===== src/rtl/pc_sequencer.sv =====
// Fetch-stage program-counter controller: owns the fetch PC, picks the next PC from
// sequential/branch/jump/jr/exception sources and hands one instruction at a time to decode.
module pc_sequencer #(
  parameter logic [31:0] RESET_PC   = 32'h0000_0000,
  parameter logic [31:0] EXC_VECTOR = 32'h0000_0080
) (
  input  logic        clk,
  input  logic        rst,
  input  logic        stall,
  input  logic        branch_taken,
  input  logic [31:0] branch_target,
  input  logic        jump,
  input  logic [25:0] jump_index,
  input  logic        jr,
  input  logic [31:0] jr_target,
  input  logic        exception,
  output logic        imem_req,
  output logic [31:0] imem_addr,
  input  logic        imem_ready,
  input  logic [31:0] imem_rdata,
  output logic [31:0] instr_out,
  output logic        instr_valid,
  output logic [31:0] pc_out,
  output logic [31:0] pc_plus4_out,
  output logic [31:0] epc,
  output logic        addr_err
);

  localparam logic [1:0] BOOT  = 2'd0;
  localparam logic [1:0] FETCH = 2'd1;
  localparam logic [1:0] HOLD  = 2'd2;

  logic [1:0]  state_r;
  logic [31:0] fetch_pc_r;
  logic [31:0] instr_r;
  logic        instr_valid_r;
  logic [31:0] pc_r;
  logic [31:0] pc_plus4_r;
  logic [31:0] epc_r;
  logic        addr_err_r;

  logic        redirect_s;
  logic        exc_take_s;
  logic        addr_fault_s;
  logic [31:0] target_s;
  logic        imem_req_s;
  logic        accept_s;

  // Redirect target selection, highest priority first; a misaligned jr behaves as an exception.
  always_comb begin
    exc_take_s   = 1'b0;
    addr_fault_s = 1'b0;
    target_s     = fetch_pc_r;
    if (exception) begin
      exc_take_s = 1'b1;
      target_s   = EXC_VECTOR;
    end else if (jr) begin
      if (jr_target[1:0] != 2'b00) begin
        exc_take_s   = 1'b1;
        addr_fault_s = 1'b1;
        target_s     = EXC_VECTOR;
      end else begin
        target_s = jr_target;
      end
    end else if (jump) begin
      target_s = {pc_plus4_r[31:28], jump_index, 2'b00};
    end else if (branch_taken) begin
      target_s = branch_target & 32'hFFFF_FFFC;
    end else begin
      target_s = fetch_pc_r;
    end
  end

  // Request qualification: a redirect or a stalled, still-valid instruction blocks the fetch.
  always_comb begin
    redirect_s = ((state_r == FETCH) || (state_r == HOLD)) &&
                 (exception || jr || jump || branch_taken);
    imem_req_s = (state_r == FETCH) && !redirect_s && !(instr_valid_r && stall);
    accept_s   = imem_req_s && imem_ready;
  end

  // Sequencer state, fetch PC and decode-facing registers.
  always_ff @(posedge clk) begin
    if (rst) begin
      state_r       <= BOOT;
      fetch_pc_r    <= RESET_PC;
      instr_r       <= 32'h0000_0000;
      instr_valid_r <= 1'b0;
      pc_r          <= RESET_PC;
      pc_plus4_r    <= RESET_PC + 32'd4;
      epc_r         <= 32'h0000_0000;
      addr_err_r    <= 1'b0;
    end else begin
      addr_err_r <= 1'b0;
      if (redirect_s) begin
        // Whatever imem returns this cycle belongs to the abandoned path and is dropped.
        fetch_pc_r    <= target_s;
        instr_valid_r <= 1'b0;
        state_r       <= FETCH;
        addr_err_r    <= addr_fault_s;
        if (exc_take_s) begin
          epc_r <= pc_r;
        end
      end else begin
        case (state_r)
          BOOT: begin
            state_r <= FETCH;
          end
          FETCH: begin
            if (accept_s) begin
              instr_r       <= imem_rdata;
              pc_r          <= fetch_pc_r;
              pc_plus4_r    <= fetch_pc_r + 32'd4;
              instr_valid_r <= 1'b1;
              fetch_pc_r    <= fetch_pc_r + 32'd4;
            end else if (instr_valid_r && stall) begin
              state_r <= HOLD;
            end else if (instr_valid_r) begin
              instr_valid_r <= 1'b0;
            end
          end
          HOLD: begin
            if (!stall) begin
              instr_valid_r <= 1'b0;
              state_r       <= FETCH;
            end
          end
          default: begin
            state_r       <= BOOT;
            instr_valid_r <= 1'b0;
          end
        endcase
      end
    end
  end

  assign imem_req     = imem_req_s;
  assign imem_addr    = fetch_pc_r;
  assign instr_out    = instr_r;
  assign instr_valid  = instr_valid_r;
  assign pc_out       = pc_r;
  assign pc_plus4_out = pc_plus4_r;
  assign epc          = epc_r;
  assign addr_err     = addr_err_r;

endmodule


===== config.mk =====
export PLATFORM = sky130hd
export DESIGN_NAME = pc_sequencer
export DESIGN_NICKNAME = d
export VERILOG_FILES = /design/src/rtl/pc_sequencer.sv
export SDC_FILE = /design/constraint.sdc
export NUM_CORES = 1
export LEC_CHECK = 0
export CAP_MARGIN = 20
export CORE_MARGIN = 10
export CORE_UTILIZATION = 45
export DETAILED_ROUTE_END_ITERATION = 16
export MAX_ROUTING_LAYER = met4
export PLACE_DENSITY = 0.83
export SETUP_SLACK_MARGIN = 0.2
export SLEW_MARGIN = 30
export SYNTH_ARGS = -nofsm -noshare
export SYNTH_HDL_FRONTEND = slang
export SYNTH_SLANG_ARGS = --single-unit

===== constraint.sdc =====
create_clock -name clk -period 5.54 [get_ports clk]
set_input_delay 0.831 -clock clk [delete_from_list [all_inputs] [get_ports clk]]
set_output_delay 0.831 -clock clk [all_outputs]
set_load 0.02 [all_outputs]

# [Yosys cells after proc, flatten, opt, wreduce, memory -nomap -nowiden]
# Index checks and enable logic that the tools add are counted.
[word_totals] word_cells=65 out_inout_bits=163 ff_bits=164 inputBits=130
[classes] n_bitwise=2 n_eq_ne=10 add_sub_neg=1 reduce_logical=23 muxes=20
[op_table] operator="2-to-1 mux 32 bit" count=8
[op_table] operator="adder 32 x 3 -> 32 bit (second input constant)" count=1
[op_table] operator="AND reduction 3 bit" count=5
[op_table] operator="inequality test 3 bit (second input constant)" count=3
[op_table] operator="2-to-1 mux 1 bit" count=7
[op_table] operator="2-to-1 mux 2 bit" count=3
[op_table] operator="case mux 2 bit (3 select lines)" count=1
[op_table] operator="nonzero test 2 bit" count=3
[op_table] operator="logical AND 1 bit" count=5
[op_table] operator="inequality test 5 bit (second input constant)" count=1
[op_table] operator="logical OR 1 bit" count=4
[op_table] operator="inequality test 2 bit (second input constant)" count=2
[op_table] operator="inequality test 3 x 2 -> 1 bit (second input constant)" count=1
[op_table] operator="case mux 1 bit (3 select lines)" count=1
[op_table] operator="OR reduction 3 bit" count=1
[op_table] operator="equality test 2 x 1 -> 1 bit (second input constant)" count=1
[op_table] operator="equality test 2 bit (second input constant)" count=1
[op_table] operator="logical NOT 1 bit" count=2
[op_table] operator="logical NOT 2 bit" count=1
[op_table] operator="inequality test 2 x 1 -> 1 bit (second input constant)" count=1
[op_table] operator="inverter 1 bit" count=2
[op_table] operator="AND reduction 2 bit" count=1
[op_table] operator="OR reduction 2 bit" count=1

# [Depth between registers and ports, before layout]
[logic_depth] depth_word=11 depth_mapped=9 ltp_nobuf=7

# [Worst setup path before layout]
# OpenSTA, ideal clock, no wires.
[synth_path] path_kind="input-to-output" start="input exception" end="output imem_req" required_time_ns=4.709 n_path_buf=2 stages=4 t_arrival_ns=1.988 slack_ns=2.721 path_cell_list="buf_2 -> o41ai_4 -> clkbuf_1 -> and2_1"
[synth_between] elab_chain_len=7
[synth_lines] element="start: declaration" line="16" rtl="input logic exception,"
[synth_lines] element="logical OR 1 bit (3 in a row)" line="77" rtl="(exception || jr || jump || branch_taken);"
[synth_lines] element="logical AND 1 bit" line="76" rtl="redirect_s = ((state_r == FETCH) || (state_r == HOLD)) &&"
[synth_lines] element="logical NOT 1 bit" line="78" rtl="imem_req_s = (state_r == FETCH) && !redirect_s && !(instr_valid_r && stall);"
[synth_lines] element="logical AND 1 bit (2 in a row)" line="78"
[synth_lines] element="end: declaration" line="17" rtl="output logic imem_req,"
# No other way between the ends.

# [Worst setup path in the final report]
# Same ends and word-level chain as after synthesis.

==> results.txt <==
status = finished, final reports clean
ys async rst share = 0
CTS Hold Bufs = 0
non-filler instance count after layout = 1377
fin crit share = 0.671
first-pass detailed-route iteration total = 5
placed cells = 1345
most used cell, CP = clkdlybuf4s50_1
H-tree depth = 4
Initial Util = 0.463
die width = 148 um
Mapped Area = 7400 sq um
Site Rows = 46
synthesized area per cell = 8.13 sq um
R2R depth = 8
ys flop type = dfxtp_1
setup slack, reg-to-reg = 2.94 ns
number of antenna-violating nets in the routed design = 0
final instance area = 10900 sq um
Pleak = 3.62 nW
synthesized flop and latch total = 162
VDD IR max = 0.225 mV
HP Class = flop to flop
worst setup path startpoint = exception
Slew headroom = 0.508
Synth-to-Final Area Change = 47.1%
WP data required = 4.71 ns
Die ar. = 22000 sq um
Post-CTS Setup Inserts = 0
largest net degree at the start of global routing = 90
Critical Path Fanout Max = 8
Final TNS setup = 0 ns
post-DP HPWL = 19200 um
Layout fillers = 1334
fmax = 0.269 GHz
DP Area = 10300 sq um
CTS tree = yes
antenna violations before repair = 0
Post-Syn Instances = 910
register area share after synthesis = 0.438
Setup crit end = imem_req
TritonCTS buffer count = 17
worst-margin pin slew = 0.739 ns
Sw Ratio = 0.360
final worst path period need = 3.72 ns
Post-synth EDFFs = 0
total power = 3.98 mW
grt total ovfl = 0
1st-iter DRT viols = 468
DR vias = 7368
GP Congestion = 0.856
RR Endpoint = instr_out[13]
Netlist cell types = 52
post-CTS sizing = 0
layout cell share with drive strength beyond 1 = 0.0637
DR vias/cell = 5.35
Worst Path Buf+Inv = 2
Gate power share = 0.335
fin. max-slew vios = 0
crit path kind = input pin to output pin
ANT cells = 0
number of global-route vias before repair = 7316
r2r startpoint = state_r[1]
Yosys Warn Count = 0
final net count = 1284
critical path endpoint category = output pin
Hold Path Origin = imem_addr[1]
# DRC = 0
DRT Wirelength = 26000 um
critical path depth = 4
sequential share of power = 0.364
RSZ-0062 raised after global routing = false
critical path arrival = 2.89 ns
chip height = 148 um
clock share of power = 0.302
slowest stage cell, crit path = clkdlybuf4s50_1
total track usage = 0.234
endpoints failing hold = 0
P_int = 2.55 mW
clock tree buffer depth = 2
critical-path cell list = clkdlybuf4s50_1 -> o41ai_4 -> and2_1 -> clkdlybuf4s50_1
cell count of the worst hold path = 2
routed len/inst = 18.9 um
Clk pin slew, worst setup/hold paths = 0.07 ns
clk sink count = 162
io pins = 293
crit-path max cell delay = 0.65 ns
Max-Cap Viols = 0
Setup Skew = 0.00940 ns
Core ar. = 16000 sq um
Top delay family on crit path = buffers and inverters
endpoints failing setup = 0
critical path launch point type = input pin
Psw = 1.43 mW
Worst-Skew Late Latency = 0.43 ns
PwrDens = 366 nW/um^2
port bufs = 290
first-pass GRT wire length = 40100 um
CTS root buf = clkbuf_16
syn nets = 1046
stage by stage:
stage,hold slack [ns],setup WS [ns],utilization
2_1_floorplan,0.514,2.72,-
3_3_place_gp,0.430,1.80,0.641
3_5_place_dp,0.439,1.80,0.643
4_1_cts,0.449,1.78,0.680
5_1_grt,0.473,1.70,0.681
6_report,0.449,1.82,0.681
cell usage after synthesis (4+ instances only):
| cell | n | area share |
|---|---|---|
| a22oi_1 | 4 | 0.0041 |
| a211oi_1 | 21 | 0.021 |
| buf_4 | 8 | 0.0081 |
| buf_2 | 26 | 0.018 |
| o22ai_1 | 21 | 0.018 |
| clkbuf_1 | 41 | 0.021 |
| ha_1 | 6 | 0.010 |
| nand4_1 | 7 | 0.0059 |
| nor3_2 | 4 | 0.0054 |
| dfxtp_1 | 162 | 0.44 |
| nor3_1 | 17 | 0.011 |
| and3_1 | 4 | 0.0034 |
| mux2i_1 | 30 | 0.041 |
| nand3_1 | 9 | 0.0061 |
| or3_1 | 4 | 0.0034 |
| nor2_1 | 63 | 0.032 |
| xor2_1 | 8 | 0.0095 |
| o21ai_0 | 17 | 0.011 |
| nor4_1 | 6 | 0.0051 |
| a21oi_1 | 124 | 0.084 |
| xnor2_1 | 42 | 0.050 |
| nand2_1 | 218 | 0.11 |
| nor4_2 | 5 | 0.0085 |
| inv_1 | 7 | 0.0036 |
| and4_1 | 6 | 0.0071 |
cell usage in the layout (no fill, tap or decap), types with 7 or more instances in the layout:
master / instances
mux2i_1: 30
inv_1: 7
a21oi_1: 124
o22ai_1: 21
o21ai_0: 17
dfxtp_1: 162
nand4_1: 7
nand2_1: 217
a211oi_1: 21
xor2_1: 8
nand3_1: 9
clkdlybuf4s50_1: 287
buf_4: 9
xnor2_1: 42
clkbuf_16: 17
nor3_1: 17
nor2_1: 63
logic make-up (layout without fill, tap and decap cells):
| group | after synthesis | count (layout) | synth area share |
|---|---|---|---|
| AND/OR/NAND/NOR | 364 | 364 | 0.228 |
| AO/OA/AOI/OAI | 209 | 209 | 0.167 |
| flip-flops | 162 | 162 | 0.438 |
| buffers and inverters | 88 | 339 | 0.0553 |
| XOR/XNOR | 50 | 50 | 0.0592 |
| multiplexers | 31 | 31 | 0.0421 |
| adder cells (fa/ha/maj) | 6 | 6 | 0.0101 |
tightest hold or removal path, stage by stage, from the launching register on:
cell	delay, ns
dfxtp_1	0.32
inv_1	0.05
nor2_1	0.03
state kept, by name, summed over array words and instances (netlist names):
signal,flops
addr_err,1
epc,32
imem_addr,32
instr_out,32
instr_valid,1
pc_out,32
pc_plus4_out,30
state_r,2
worst min-delay path by stage:
stage | to | slack, ns
after global routing | epc[4] | 0.47
after detailed placement | imem_addr[1] | 0.44
final | imem_addr[1] | 0.45
after global placement | imem_addr[1] | 0.43
after floorplan | state_r[1] | 0.51
after CTS | imem_addr[1] | 0.45
cell type report:
cell class,instances,area [sq um],area share
Clock buffer,20,457,0.0419
Clock inverter,12,145,0.0133
Inverter,7,26.3,0.00241
Multi-Input combinational cell,660,3770,0.346
Sequential cell,162,3240,0.298
Tap cell,216,270,0.0248
Timing Repair Buffer,300,2980,0.274
power by group through the flow:
stage / combinational, mW / clock, mW / sequential (mW)
floorplan: 0.654 / 0 / 1.58
global placement: 1.31 / 0 / 1.47
detailed placement: 1.34 / 0 / 1.47
CTS: 1.35 / 1.21 / 1.45
global route: 1.45 / 1.27 / 1.47
finish: 1.33 / 1.20 / 1.45
routing by layer:
layer  global-route usage  routed length (um)
met1                0.260               10500
met2                0.400               13100
met3               0.0661                1890
met4               0.0664                 545
met5                    -                   0
Note: power is estimated with default switching activity, not from simulation.
